## src/rtl/frame_sync_cfg_scheduler.sv

```systemverilog
// frame_sync_cfg_scheduler: queues SPI config writes and applies them to the live
// colour/misc registers and sprite chain only during vertical blanking.
module frame_sync_cfg_scheduler #(
    parameter int         DEPTH          = 4,
    parameter int         SPRITE_BITS    = 144,
    parameter logic [5:0] COLOR1_DEFAULT = 6'b110001,
    parameter logic [5:0] COLOR2_DEFAULT = 6'b010101,
    parameter logic [5:0] COLOR3_DEFAULT = 6'b001100,
    parameter logic [5:0] COLOR4_DEFAULT = 6'b101100,
    parameter logic [4:0] MISC_DEFAULT   = 5'b00110
) (
    input  logic                     clk,
    input  logic                     reset_n,
    input  logic                     vblank,
    input  logic                     next_frame,
    input  logic                     wr_valid,
    output logic                     wr_ready,
    input  logic [2:0]               wr_addr,
    input  logic [7:0]               wr_data,
    output logic [5:0]               color1,
    output logic [5:0]               color2,
    output logic [5:0]               color3,
    output logic [5:0]               color4,
    output logic [4:0]               misc,
    output logic                     sprite_shift,
    output logic [$clog2(DEPTH):0]   pending,
    output logic                     busy
);
    localparam int AW = $clog2(DEPTH);
    localparam int CW = $clog2(SPRITE_BITS + 1);

    typedef enum logic [1:0] {IDLE, ROTATE, BARRIER} state_t;

    state_t        state, state_next;
    logic [10:0]   mem [DEPTH];
    logic [AW:0]   wptr, rptr;
    logic [CW-1:0] cnt, cnt_next;
    logic          push, pop;
    logic [2:0]    head_addr;
    logic [7:0]    head_data;

    // Pointers carry one extra wrap bit so full and empty are distinguishable.
    assign pending  = wptr - rptr;
    assign wr_ready = pending != (AW+1)'(DEPTH);
    assign push     = wr_valid && wr_ready;
    assign {head_addr, head_data} = mem[rptr[AW-1:0]];
    assign busy     = state != IDLE || pending != '0;

    always_comb begin
        state_next   = state;
        cnt_next     = cnt;
        pop          = 1'b0;
        sprite_shift = 1'b0;
        if (state == IDLE) begin
            pop = vblank && pending != '0;
            if (pop && head_addr == 3'd6) begin
                state_next = ROTATE;
                cnt_next   = head_data == 8'd0 ? CW'(SPRITE_BITS) : CW'(head_data);
            end
            if (pop && head_addr == 3'd7) state_next = BARRIER;
        end else if (state == ROTATE) begin
            sprite_shift = vblank;
            cnt_next     = vblank ? cnt - CW'(1) : cnt;
            if (vblank && cnt == CW'(1)) state_next = IDLE;
        end else if (next_frame) begin
            state_next = IDLE;
        end
    end

    always_ff @(posedge clk) begin
        if (!reset_n) begin
            state <= IDLE;
            cnt   <= '0;
        end else begin
            state <= state_next;
            cnt   <= cnt_next;
        end
    end

    always_ff @(posedge clk) begin
        if (!reset_n) begin
            wptr   <= '0;
            rptr   <= '0;
            color1 <= COLOR1_DEFAULT;
            color2 <= COLOR2_DEFAULT;
            color3 <= COLOR3_DEFAULT;
            color4 <= COLOR4_DEFAULT;
            misc   <= MISC_DEFAULT;
        end else begin
            if (push) begin
                mem[wptr[AW-1:0]] <= {wr_addr, wr_data};
                wptr              <= wptr + 1'b1;
            end
            if (pop) begin
                rptr <= rptr + 1'b1;
                if (head_addr == 3'd0) color1 <= head_data[5:0];
                if (head_addr == 3'd1) color2 <= head_data[5:0];
                if (head_addr == 3'd2) color3 <= head_data[5:0];
                if (head_addr == 3'd3) color4 <= head_data[5:0];
                if (head_addr == 3'd4) misc   <= head_data[4:0];
            end
        end
    end
endmodule

```

## config.mk

```make
export PLATFORM = sky130hd
export DESIGN_NAME = frame_sync_cfg_scheduler
export DESIGN_NICKNAME = d
export VERILOG_FILES = /design/src/rtl/frame_sync_cfg_scheduler.sv
export SDC_FILE = /design/constraint.sdc
export NUM_CORES = 1
export LEC_CHECK = 0
export CORE_ASPECT_RATIO = 1.4
export CORE_MARGIN = 10
export CORE_UTILIZATION = 35
export CTS_CLUSTER_DIAMETER = 80
export CTS_CLUSTER_SIZE = 28
export DETAILED_ROUTE_END_ITERATION = 7
export DONT_BUFFER_PORTS = 1
export PLACE_DENSITY = 0.57
export REMOVE_ABC_BUFFERS = 1
export SLEW_MARGIN = 20
export SYNTH_ARGS = -nofsm -noshare
export SYNTH_HDL_FRONTEND = slang
export SYNTH_SLANG_ARGS = --single-unit
```

## constraint.sdc

```tcl
create_clock -name clk -period 2.9 [get_ports clk]
set_clock_uncertainty 0.2 [all_clocks]
set_input_delay 0.725 -clock clk [delete_from_list [all_inputs] [get_ports clk]]
set_output_delay 0.725 -clock clk [all_outputs]
set_load 0.03 [all_outputs]
```

# After elaboration in Yosys (flattened, before gate mapping)
# Memories as Yosys holds them, arrays and structs flattened. A register that Yosys moved wholly into a read port is not among the register bits.
# Index checks and enable logic that the tools add are counted.
# Widths: inputs -> output; s select.
[totals] regBits=45 mem_bits_rw=44 memories=1 out_inout_bits=35 wordCells=66
[memory_table] name="mem" depth=4 word_bits=11 rd=1 rd_ports_with_merged_regs=1 write_ports=1 line="35" rtl="logic [10:0] mem [DEPTH];"
[op_classes] reduce_logical=21 mux=19 addsub=4 n_eq_ne=12
[ops] operator="$mux 8" n=5
[ops] operator="$mux 2" n=8
[ops] operator="$reduce_and 2->1" n=5
[ops] operator="$eq 3x3->1 const B" n=3
[ops] operator="$eq 8x1->1 const B" n=1
[ops] operator="$logic_not 8->1" n=1
[ops] operator="$sub 8x1->8 const B" n=1
[ops] operator="$add 3x1->3 const B" n=2
[ops] operator="$eq 3x2->1 const B" n=2
[ops] operator="$mux 1" n=6
[ops] operator="$reduce_and 3->1" n=2
[ops] operator="$reduce_bool 2->1" n=3
[ops] operator="$reduce_bool 3->1" n=2
[ops] operator="$logic_and 1x1->1" n=5
[ops] operator="$eq 3x1->1 const B" n=1
[ops] operator="$logic_not 3->1" n=1
[ops] operator="$ne 3x1->1 const B" n=1
[ops] operator="$ne 3x2->1 const B" n=1
[ops] operator="$ne 3x3->1 const B" n=1
[ops] operator="$sub 3x3->3" n=1
[ops] operator="$eq 2x1->1 const B" n=1
[ops] operator="$logic_not 2->1" n=1
[ops] operator="$ne 2x1->1 const B" n=1
[ops] operator="$logic_or 1x1->1" n=1

# Logic depth before layout (Yosys ltp)
# Gate-level depths: netlist of run 1.
[logic_depth] word_depth=7 ltp_mapped=9 depth_no_buf=8

# Worst setup path before layout of run 1
# OpenSTA, ideal clock, no wires.
[synth_path] kind="register to register" startpoint="register wptr[0]" endpoint="memory mem[3][0] (enable)" path_stages_with_launch=8 arrival_time_ps=2391 setup_slack_ps=-40 setup_time_ps=349 path_cell_list="dfxtp_1 inv_1 ha_1 fa_1 xnor3_1 inv_1 a21boi_1 and3_1"
[synth_between] elab_chain_len=6
[synth_lines] element="start, declared" line="36" rtl="logic [AW:0] wptr, rptr;"
[synth_lines] element="start signal, assigned" line="92" rtl="wptr <= wptr + 1'b1;"
[synth_lines] element="$sub 3x3->3" line="43" rtl="assign pending = wptr - rptr;"
[synth_lines] element="net pending[2]" line="26" rtl="output logic [$clog2(DEPTH):0] pending,"
[synth_lines] element="$ne 3x3->1" line="44" rtl="assign wr_ready = pending != (AW+1)'(DEPTH);"
[synth_lines] element="$logic_and 1x1->1" line="45" rtl="assign push = wr_valid && wr_ready;"
[synth_lines] element="$mux 1" line="90" rtl="if (push) begin"
[synth_lines] element="$mux 1" line="81" rtl="if (!reset_n) begin"
[synth_lines] element="$mux 1 (implied by the code)" line="91" rtl="mem[wptr[AW-1:0]] <= {wr_addr, wr_data};"
[synth_lines] element="end, declared" line="35"
# The timed path passes the listed nets, and every way through them passes these cells.

# Worst setup path in the final report of run 1
[layout_path] startpoint="register wptr[0]" endpoint="output port wr_ready"
[layout_between] elab_chain_len=2
[layout_lines] element="$sub 3x3->3" line="43"
[layout_lines] element="$ne 3x3->1" line="44"
[layout_lines] element="end, declared" line="17" rtl="output logic wr_ready,"
# Every way passes these cells.

==> results of run 1 <==
[cells in the final DEF (no fill, tap or decap), types with 3 or more instances in the layout]
| cell | synthesis | final |
|---|---|---|
| and3_1 | 4 | 4 |
| dfxtp_1 | 47 | 46 |
| o311a_1 | 3 | 3 |
| nor4_1 | 4 | 4 |
| inv_1 | 12 | 10 |
| nand2b_1 | 3 | 3 |
| or4_1 | 4 | 4 |
| nor2b_1 | 3 | 3 |
| o21ai_0 | 37 | 37 |
| nand3_1 | 45 | 45 |
| mux4_1 | 6 | 6 |
| o32ai_1 | 3 | 3 |
| nor3b_1 | 3 | 3 |
| edfxtp_1 | 44 | 44 |
| nor2_1 | 13 | 13 |
| a21oi_1 | 20 | 20 |
| o211ai_1 | 3 | 3 |
| nand2_1 | 11 | 11 |
| o2111ai_1 | 3 | 3 |
| mux4_2 | 5 | 5 |
| xnor2_1 | 4 | 4 |
| buf_4 | 0 | 21 |
| ha_1 | 8 | 7 |
| clkbuf_16 | 0 | 9 |
[layer usage]
layer  track usage, %  part of all wire, %  vias up
met1            13.68                   37     1364
met2            20.62                   53       72
li1                 -                    -     1316
met5                0                 0.11        -
met3            4.382                  7.5       15
met4            6.266                  2.8        2
[synthesized netlist by cell type, types with 2 or more instances]
cell | number | area, um2
o21ai_0 | 37 | 185.2
a21oi_1 | 20 | 100.1
o311a_1 | 3 | 30.03
o21a_1 | 2 | 15.01
or2_2 | 2 | 12.51
o32ai_1 | 3 | 26.28
dfxtp_1 | 47 | 940.9
nor3_1 | 2 | 10.01
nor2b_1 | 3 | 18.77
or3_1 | 2 | 12.51
nor4_1 | 4 | 25.02
inv_1 | 12 | 45.04
nor3b_1 | 3 | 22.52
o2111ai_1 | 3 | 26.28
xnor2_1 | 4 | 35.03
nand2b_1 | 3 | 18.77
o211ai_1 | 3 | 22.52
and2_1 | 3 | 18.77
buf_2 | 4 | 20.02
edfxtp_1 | 44 | 1321
ha_1 | 8 | 100.1
nand2_1 | 11 | 41.29
clkbuf_1 | 14 | 52.55
or4_1 | 4 | 30.03
nor2_1 | 13 | 48.80
and3_1 | 4 | 25.02
mux4_2 | 5 | 112.6
o31ai_1 | 2 | 15.01
mux4_1 | 6 | 157.7
mux2i_1 | 2 | 20.02
nand3_1 | 45 | 225.2
[cell families (layout without fill, tap and decap cells)]
logic type	count (synthesis)	after routing	synth area share [%]
AOI/OAI and AO/OA	83	83	12.93
xor gates and xnor gates	6	6	1.683
adders and majority gates	9	9	3.049
buffers and inverters	32	50	3.366
DFF	91	91	57.42
muxes	13	13	7.367
and+or+nand+nor	105	105	14.20
[state kept, by name, indices dropped and copies added, names as in the netlist, named ones only]
signal  flops
misc        5
wptr        3
color2      6
color1      6
color3      6
mem        44
rptr        3
cnt         8
color4      6
state       2
[final cells by class]
| class | instances | area, um2 | area share [%] |
|---|---|---|---|
| inverter | 13 | 51.30 | 1.135 |
| tap | 141 | 176.4 | 3.905 |
| timing repair buffer | 21 | 157.7 | 3.489 |
| clock inverter | 5 | 77.57 | 1.717 |
| sequential | 91 | 2266 | 50.15 |
| multi-input combinational | 216 | 1556 | 34.45 |
| clock buffer | 11 | 232.7 | 5.151 |
[power groups by stage]
stage                     clock network (mW)  registers (mW)  logic (mW)
after floorplan                            0            1.76        1.03
after global placement                     0            1.78        1.53
after detailed placement                   0            1.79        1.54
after CTS                               1.24            1.76        1.59
after global routing                    1.30            1.78        1.78
final                                   1.22            1.76        1.62
[worst register-to-register path: cells and delay by family, from the launching register on]
kind                     cells  cell delay (ps)
adder cells (fa/ha/maj)      2              660
AO/OA/AOI/OAI                1              290
flip-flops                   1              370
AND/OR/NAND/NOR              2              400
buffers and inverters        3              410
[how the worst max path moves through the flow]
stage | startpoint | endpoint | slack (ps) | cells past startpoint
after floorplan | wptr[0]$_SDFFE_PN0N_ | mem[0][0]$_DFFE_PP_ | -40 | 7
after global placement | wptr[0]$_SDFFE_PN0N_ | mem[2][5]$_DFFE_PP_ | 180 | 7
after detailed placement | wptr[0]$_SDFFE_PN0N_ | mem[1][5]$_DFFE_PP_ | 50 | 7
after CTS | wptr[0]$_SDFFE_PN0N_ | wr_ready | 20 | 7
after global routing | wptr[0]$_SDFFE_PN0N_ | wr_ready | 20 | 7
final | wptr[0]$_SDFFE_PN0N_ | wr_ready | 70 | 7
[metrics by stage]
step                      setup TNS, ps  area, um2  total power, mW  util, %  hold WS (ps)
after CTS                             0       4497            4.596    41.17         253.8
final                                 0       4518            4.599    41.36         276.5
after floorplan                   -1754       3856            2.790        -         273.5
after global routing                  0       4518            4.866    41.36         264.5
after global placement                0       4175            3.318    38.22         299.0
after detailed placement              0       4175            3.331    38.22         307.7
[repair_timing]
item	in CTS	in global routing
pin swaps	1	0
buffers inserted	1	1
gates resized for setup	4	7
gates cloned	0	0
setup endpoints to repair	3	69
==> reports/metrics.cfg, run 1 <==
[route]
drt-initial-drc-count = 145
drt_wl_total_um = 9710
route.antenna.remaining_nets = 0
drc = 0
via_per_inst = 5.560
firstDrtPassIters = 4
wl_per_cell_um = 19.50
routed-via-count = 2769

[critical_path]
arrival_ps = 1900
cpPeakStageDelay_ps = 370
r2r_setup_slack_ps = 260
path_cells = inv_2, ha_2, fa_1, xnor3_2, inv_4, nand2_1, buf_4
endpoint_kind = output pin
critical_path_class = reg -> out
cp_max_fo = 4
rr_worst_depth = 8
cpLargestDelayFamily = adder cells
crit_path_start_kind = flop
crit_slowest_cell = dfxtp_4
cp.required_ps = 1980
path_buf_inv = 3
r2r_end = mem[1][3]$_DFFE_PP_
r2r_start = wptr[0]$_SDFFE_PN0N_

[cells_and_area]
syn2layout_area_growth_pct = 14.67
antenna_cells = 0
final-instance-count-excl-fill = 498
nFillCells = 1035
drive_gt1_share_pct = 15.41
nNetsFinal = 377

[floorplan]
die_h_um = 145.5
pin_count = 51
start_util_pct = 36.07
die_x_um = 109.7
coreArea_um2 = 10920
die_area_um2 = 15960
placementRows = 45

[worst_hold_path]
min_path_type = in -> reg
hp-start = reset_n
min_to = misc[1]$_SDFFE_PN1P_
hold_path_depth = 1

[flow_run]
maxCapViolCount = 0

[synth]
syn_inst = 339
synth_area_um2 = 3940
yosysWarnings = 0
ys_seq_area_share_pct = 57.42
ys_seq_elements = 91
syn_avg_cell_area_um2 = 11.62
synth-edff-count = 44
async_flop_share_pct = 0
synth_cell_types = 52
ys.flop_type = dfxtp_1

[run_status]
status = finished clean

[clock_network]
htreeDepth = 3
clockBufferDepth = 2
clkTransAtPathRegs_ps = 60
cts_tree = yes
cts-root-buf = clkbuf_16
clk_latency_ps = 340
cts_num_sinks = 91
cts_made_buffers = 9
hold_buffers = 0

[power]
p_seq_share_pct = 38.3
pwr-share-clk_pct = 26.5
ir_drop_mv = 0.4274
p_int_mw = 2.874
p_comb_share_pct = 35.2
p_per_area_nw_per_um2 = 1018
leakagePower_nw = 1.529
p_sw_mw = 1.725
switching_share_pct = 37.52

[global_route]
grtUsageTotal_pct = 12.50
grt_pass1_vias = 2859
grt_overflow = 0
grt_pass1_wl_um = 15590
antenna_found_initial = 1
grt_max_degree = 30

[timing]
period_share_pct = 97.50
finalHoldViolCount = 0
maxSlewViolCount = 0
layout_min_cycle_time_ps = 2827
worst_pin_slew_ps = 570.5
grt_setup_unrepaired = false
maxSlewHeadroom_pct = 61.89
worst_slack_ps = 72.55
finalSetupViolCount = 0
fmaxAchievable_mhz = 353.7

[placed_design]
numPortBuffers = 0
globalplace.congestion = 0.8051
post-place-ws_ps = 50.51
dp_hpwl_um = 6854
dp.cells = 480

Note: power is estimated with default switching activity, not from simulation.
==> run 2, diff against run 1 <==
--- a/config.mk
+++ b/config.mk
@@ -14,6 +14,7 @@
 export DONT_BUFFER_PORTS = 1
 export PLACE_DENSITY = 0.57
 export REMOVE_ABC_BUFFERS = 1
+export SKIP_CTS_REPAIR_TIMING = 1
 export SLEW_MARGIN = 20
 export SYNTH_ARGS = -nofsm -noshare
 export SYNTH_HDL_FRONTEND = slang
==> run 2 against run 1 <==
Power rose by 1.0%. Count of clock-buffer cells in the layout did not move. Flip-flop and latch count did not move. Cell area rose by 0.36%. Cell count rose by 0.20%. Via count rose by 0.94%. Global-route usage barely moved. First-iteration DRC count rose by 5.5%. Worst setup slack got worse by 5.1 ps. Register-to-register slack got worse by 30 ps. Non-clock buffer count rose by 1. Routed wire length rose by 0.47%. Largest cell class unchanged.
==> reports/metrics.cfg, run 2 (synthesis results as in run 1) <==
[cells_and_area]
syn2layout_area_growth_pct = 15.08
nNetsFinal = 378  ; +0.27%
antenna_cells = 0  ; unchanged
largest_reg_flops = 44  ; unchanged
layout_commonest_cell = dfxtp_1
mostFrequentLayoutCells = dfxtp_1, nand3_1, edfxtp_1
final-instance-count-excl-fill = 499  ; +0.20%
drive_gt1_share_pct = 15.92  ; +0.52 points
final_area_um2 = 4534  ; +0.36%

[timing]
period_share_pct = 97.67  ; +0.18 points
layout_min_cycle_time_ps = 2833  ; +5.082 ps
finalHoldViolCount = 0  ; unchanged
grt_setup_unrepaired = false
fmaxAchievable_mhz = 353.0  ; -0.18%
worst_pin_slew_ps = 571.7  ; +1.225 ps
maxSlewHeadroom_pct = 61.80  ; -0.082 points
hold_ws_ps = 277.6  ; +1.090 ps
finalSetupViolCount = 0  ; unchanged
maxSlewViolCount = 0  ; unchanged
tns_ps = 0  ; unchanged

[critical_path]
cpPeakStageDelay_ps = 590  ; +220 ps
endpoint_kind = output pin
critical_path_class = reg -> out
r2r_setup_slack_ps = 230  ; -30 ps
crit_slowest_cell = fa_2
critPathLaunch = wptr[0]$_SDFFE_PN0N_
rr_worst_depth = 8  ; unchanged
r2r_start = wptr[0]$_SDFFE_PN0N_
r2r_end = mem[1][3]$_DFFE_PP_
path_depth = 6  ; -1
cpLargestDelayFamily = adder cells
path_cells = inv_2, ha_2, fa_2, and2_4, nand3_2, buf_6
cp_max_fo = 4  ; unchanged
cp.required_ps = 1980  ; about the same
arrival_ps = 1910  ; about the same
path_buf_inv = 2  ; -1
critical_path.endpoint = busy
crit_path_start_kind = flop

[floorplan]
die_h_um = 145.5  ; unchanged
placementRows = 45  ; unchanged
start_util_pct = 36.07  ; unchanged
die_x_um = 109.7  ; unchanged
pin_count = 51  ; unchanged
coreArea_um2 = 10920  ; unchanged
die_area_um2 = 15960  ; unchanged

[placed_design]
globalplace.congestion = 0.8051  ; unchanged
postPlaceCellArea_um2 = 4175  ; unchanged
dp.cells = 480  ; unchanged
dp_hpwl_um = 6854  ; unchanged
numPortBuffers = 0  ; unchanged

[run_status]
status = finished clean

[clock_network]
clockBufferDepth = 2  ; unchanged
cts_made_buffers = 9  ; unchanged
cts_tree = yes
clk_latency_ps = 340  ; about the same
clkTransAtPathRegs_ps = 70  ; about the same
htreeDepth = 3  ; unchanged
cts-root-buf = clkbuf_16
cts_num_sinks = 91  ; unchanged

[power]
power.total_mw = 4.647  ; +1.0%
ir_drop_mv = 0.4333  ; +1.4%
leakagePower_nw = 1.538  ; +0.62%
p_per_area_nw_per_um2 = 1025  ; +0.68%

[global_route]
grt_pass1_wl_um = 15520  ; -0.49%
grt_max_degree = 30  ; unchanged
antenna_found_initial = 1  ; unchanged
grtUsageTotal_pct = 12.46  ; -0.045 points
grt_overflow = 0  ; unchanged
grt_pass1_vias = 2856  ; -0.10%

[route]
routed-via-count = 2795  ; +0.94%
firstDrtPassIters = 4  ; unchanged
drt_wl_total_um = 9756  ; +0.47%
via_per_inst = 5.601  ; +0.74%
route.antenna.remaining_nets = 0  ; unchanged
wl_per_cell_um = 19.55  ; +0.27%
drt-initial-drc-count = 153  ; +5.5%
drc = 0  ; unchanged

[worst_hold_path]
min_path_type = in -> reg

[flow_run]
maxCapViolCount = 0  ; unchanged

run 2: final cells by class:
class	instances	area (um2)
clock inverters	5	77.57
multi-input cells	216	1560
flip-flops and latches	91	2266
fillers	1029	6389
inverters	13	48.80
repair buffers	22	172.7
clock buffers	11	232.7
well taps	141	176.4
run 2: how the worst min path moves through the flow:
stage,from,end,slack [ps],cells past startpoint
floorplan,cnt[1]$_SDFFE_PN0P_,cnt[1]$_SDFFE_PN0P_,270,2
global placement,cnt[5]$_SDFFE_PN0P_,cnt[5]$_SDFFE_PN0P_,300,2
detailed placement,cnt[5]$_SDFFE_PN0P_,cnt[5]$_SDFFE_PN0P_,310,2
CTS,reset_n,misc[1]$_SDFFE_PN1P_,250,1
global route,reset_n,color1[5]$_SDFFE_PN1P_,260,1
finish,reset_n,color1[5]$_SDFFE_PN1P_,280,1
run 2: worst register-to-register path, cell delays in order (launching register included):
cell and delay [ps]:
dfxtp_4 370, inv_2 50, ha_2 190, fa_2 370, xnor3_2 270, inv_2 70
a21boi_1 390, and3_1 240, buf_4 220
run 2: through the flow:
step                setup WS (ps)  utilization [%]
CTS                        -229.7            41.07
global placement            178.3            38.22
global route                9.003            41.51
floorplan                  -39.86                -
finish                      67.47            41.51
detailed placement          50.51            38.22
run 2: routing by layer:
metal	vias to the layer above	global-route usage, %	part of all wire [%]
met1	1382	13.65	37
met2	77	20.50	52
met5	-	0	0.13
met3	18	4.382	7.7
met4	2	6.266	3.0
li1	1316	-	-
run 2: power by group:
part / total, mW / internal [mW] / switching [mW]
sequential: 1.76 / 1.52 / 0.240
combinational: 1.66 / 0.635 / 1.03
clock: 1.22 / 0.753 / 0.469
total: 4.65 / 2.91 / 1.74
==> run 3, diff against run 2 <==
--- a/config.mk
+++ b/config.mk
@@ -12,7 +12,7 @@
 export CTS_CLUSTER_SIZE = 28
 export DETAILED_ROUTE_END_ITERATION = 7
 export DONT_BUFFER_PORTS = 1
-export PLACE_DENSITY = 0.57
+export PLACE_DENSITY = 0.55
 export REMOVE_ABC_BUFFERS = 1
 export SKIP_CTS_REPAIR_TIMING = 1
 export SLEW_MARGIN = 20
==> constraint.sdc (replaced) <==
create_clock -name clk -period 2.8 [get_ports clk]
set_clock_uncertainty 0.2 [all_clocks]
set_input_delay 0.7 -clock clk [delete_from_list [all_inputs] [get_ports clk]]
set_output_delay 0.7 -clock clk [all_outputs]
set_load 0.03 [all_outputs]
==> run 3 against run 2 <==
Sequential power up 4%. Cell area fell by 0.36%. Critical path depth is 1 higher. Worst hold slack lost 27 ps. Routed wire length rose by 0.87%. First-iteration DRC count decreased by 24%. Sequential share of layout area grew 0.21 points. Power up 0.85%. Critical path type unchanged. Largest cell class unchanged. Largest power group unchanged.
==> reports/metrics.cfg, run 3 (synthesis results as in run 1) <==
[route]
via_per_inst = 5.508  ; -1.7%
drt_wl_total_um = 9841  ; +0.87%
wl_per_cell_um = 19.68  ; +0.67%
firstDrtPassIters = 4  ; unchanged
route.antenna.remaining_nets = 0  ; unchanged
drc = 0  ; unchanged
drt-initial-drc-count = 116  ; -24%
routed-via-count = 2754  ; -1.5%

[global_route]
grt_pass1_vias = 2838  ; -0.63%
grt_overflow = 0  ; unchanged
grt_pass1_wl_um = 15570  ; +0.35%
grtUsageTotal_pct = 12.66  ; +0.20 points
antenna_found_initial = 0  ; -1
grt_max_degree = 30  ; unchanged

[timing]
period_share_pct = 97.51
maxSlewViolCount = 0  ; unchanged
maxSlewHeadroom_pct = 62.41  ; +0.60 points
fmaxAchievable_mhz = 366.3
grt_setup_unrepaired = false
finalSetupViolCount = 0  ; unchanged
worst_pin_slew_ps = 562.7  ; -9.021 ps
finalHoldViolCount = 0  ; unchanged
layout_min_cycle_time_ps = 2730

[critical_path]
endpoint_kind = output pin
r2r_start = wptr[0]$_SDFFE_PN0N_
r2r_setup_slack_ps = 190  ; -40 ps
rr_worst_depth = 8  ; unchanged
cp.required_ps = 1900  ; -80 ps
arrival_ps = 1830  ; -80 ps
crit_path_start_kind = flop
r2r_end = mem[3][7]$_DFFE_PP_
critical_path_class = reg -> out
cp_max_fo = 3  ; -1

[power]
pwr-share-clk_pct = 23.7  ; -2.6 points
p_int_mw = 2.849  ; -2.1%
switching_share_pct = 39.21  ; +1.9 points
p_seq_share_pct = 39.1  ; +1.2 points
leakagePower_nw = 1.532  ; -0.38%
power.total_mw = 4.687  ; +0.85%
p_per_area_nw_per_um2 = 1037  ; +1.2%
p_sw_mw = 1.838  ; +5.9%
p_comb_share_pct = 37.2  ; +1.4 points
ir_drop_mv = 0.4524  ; +4.4%

[floorplan]
die_h_um = 145.5  ; unchanged
die_area_um2 = 15960  ; unchanged
die_x_um = 109.7  ; unchanged
start_util_pct = 36.07  ; unchanged
placementRows = 45  ; unchanged
pin_count = 51  ; unchanged
coreArea_um2 = 10920  ; unchanged

[cells_and_area]
multi_input_area_um2 = 1572  ; +0.72%
post-route-util_pct = 41.36  ; -0.15 points
nNetsFinal = 379  ; +0.26%
nFillCells = 1081  ; +5.1%
syn2layout_area_growth_pct = 14.67
antenna_cells = 0  ; unchanged
seq_area_um2 = 2267  ; about the same
layout_commonest_cell = dfxtp_1
final_area_um2 = 4518  ; -0.36%
drive_gt1_share_pct = 16.99  ; +1.1 points
mostFrequentLayoutCells = dfxtp_1, nand3_1, edfxtp_1
largest_reg_flops = 44  ; unchanged

[worst_hold_path]
hp-start = wr_addr[1]
hold_path_depth = 0  ; -1
min_to = mem[1][9]$_DFFE_PP_
min_path_type = in -> reg

[placed_design]
globalplace.congestion = 0.8222  ; +2.1%
numPortBuffers = 0  ; unchanged
postPlaceCellArea_um2 = 4190  ; +0.36%
dp_hpwl_um = 6973  ; +1.7%

[clock_network]
cts_made_buffers = 9  ; unchanged
cts-root-buf = clkbuf_16
clk_latency_ps = 340  ; about the same
cts_num_sinks = 91  ; unchanged
clockBufferDepth = 2  ; unchanged
htreeDepth = 3  ; unchanged
clkTransAtPathRegs_ps = 60  ; about the same
cts_tree = yes

[flow_run]
maxCapViolCount = 0  ; unchanged

[run_status]
status = finished clean

## run 3: layout make-up
cell class	count	share of cell area, %
Timing Repair Buffer	23	4.071
Clock buffer	10	5.068
Sequential cell	91	50.18
Multi-Input combinational cell	216	34.78
Inverter	13	1.080
Tap cell	141	3.905
Clock inverter	6	0.9139
## run 3: power by group through the flow
stage | sequential, mW | combinational [mW] | clock (mW)
finish | 1.83 | 1.74 | 1.11
global route | 1.86 | 1.90 | 1.21
CTS | 1.84 | 1.64 | 1.14
detailed placement | 1.87 | 1.63 | 0
global placement | 1.86 | 1.61 | 0
floorplan | 1.83 | 1.06 | 0
## run 3: worst max path at each step
stage	start	end	slack, ps
floorplan	wptr[0]$_SDFFE_PN0N_	mem[0][0]$_DFFE_PP_	-140
global placement	wptr[0]$_SDFFE_PN0N_	mem[3][2]$_DFFE_PP_	40
detailed placement	wptr[0]$_SDFFE_PN0N_	mem[3][5]$_DFFE_PP_	2
CTS	wptr[0]$_SDFFE_PN0N_	busy	-210
global route	flop	cnt[3]$_SDFFE_PN0P_	4
finish	wptr[0]$_SDFFE_PN0N_	busy	70
## run 3: metrics by stage
step / hold WS [ps] / cells / setup TNS (ps) / worst slack, ps
6_report: 250.4 / 500 / 0 / 69.79
5_1_grt: 228.4 / 500 / 0 / 4.227
4_1_cts: 226.2 / 498 / -568.2 / -205.0
3_5_place_dp: 303.9 / 482 / 0 / 1.951
3_3_place_gp: 298.1 / 482 / 0 / 44.96
2_1_floorplan: 273.5 / 320 / -6154 / -139.9
## run 3: worst max-delay path, stage by stage (launching register included)
cell     delay (ps)
dfxtp_4         350
inv_2            60
ha_4            150
fa_2            330
xnor3_1         270
buf_6           120
nand3_2          70
buf_6           140
## run 3: layer usage
metal  wire [um]  track usage [%]  vias up
met5           0                0        -
met4         203            5.809        0
met3         647            4.250       16
met2        5296            21.42       65
met1        3693            13.70     1354
li1            -                -     1319
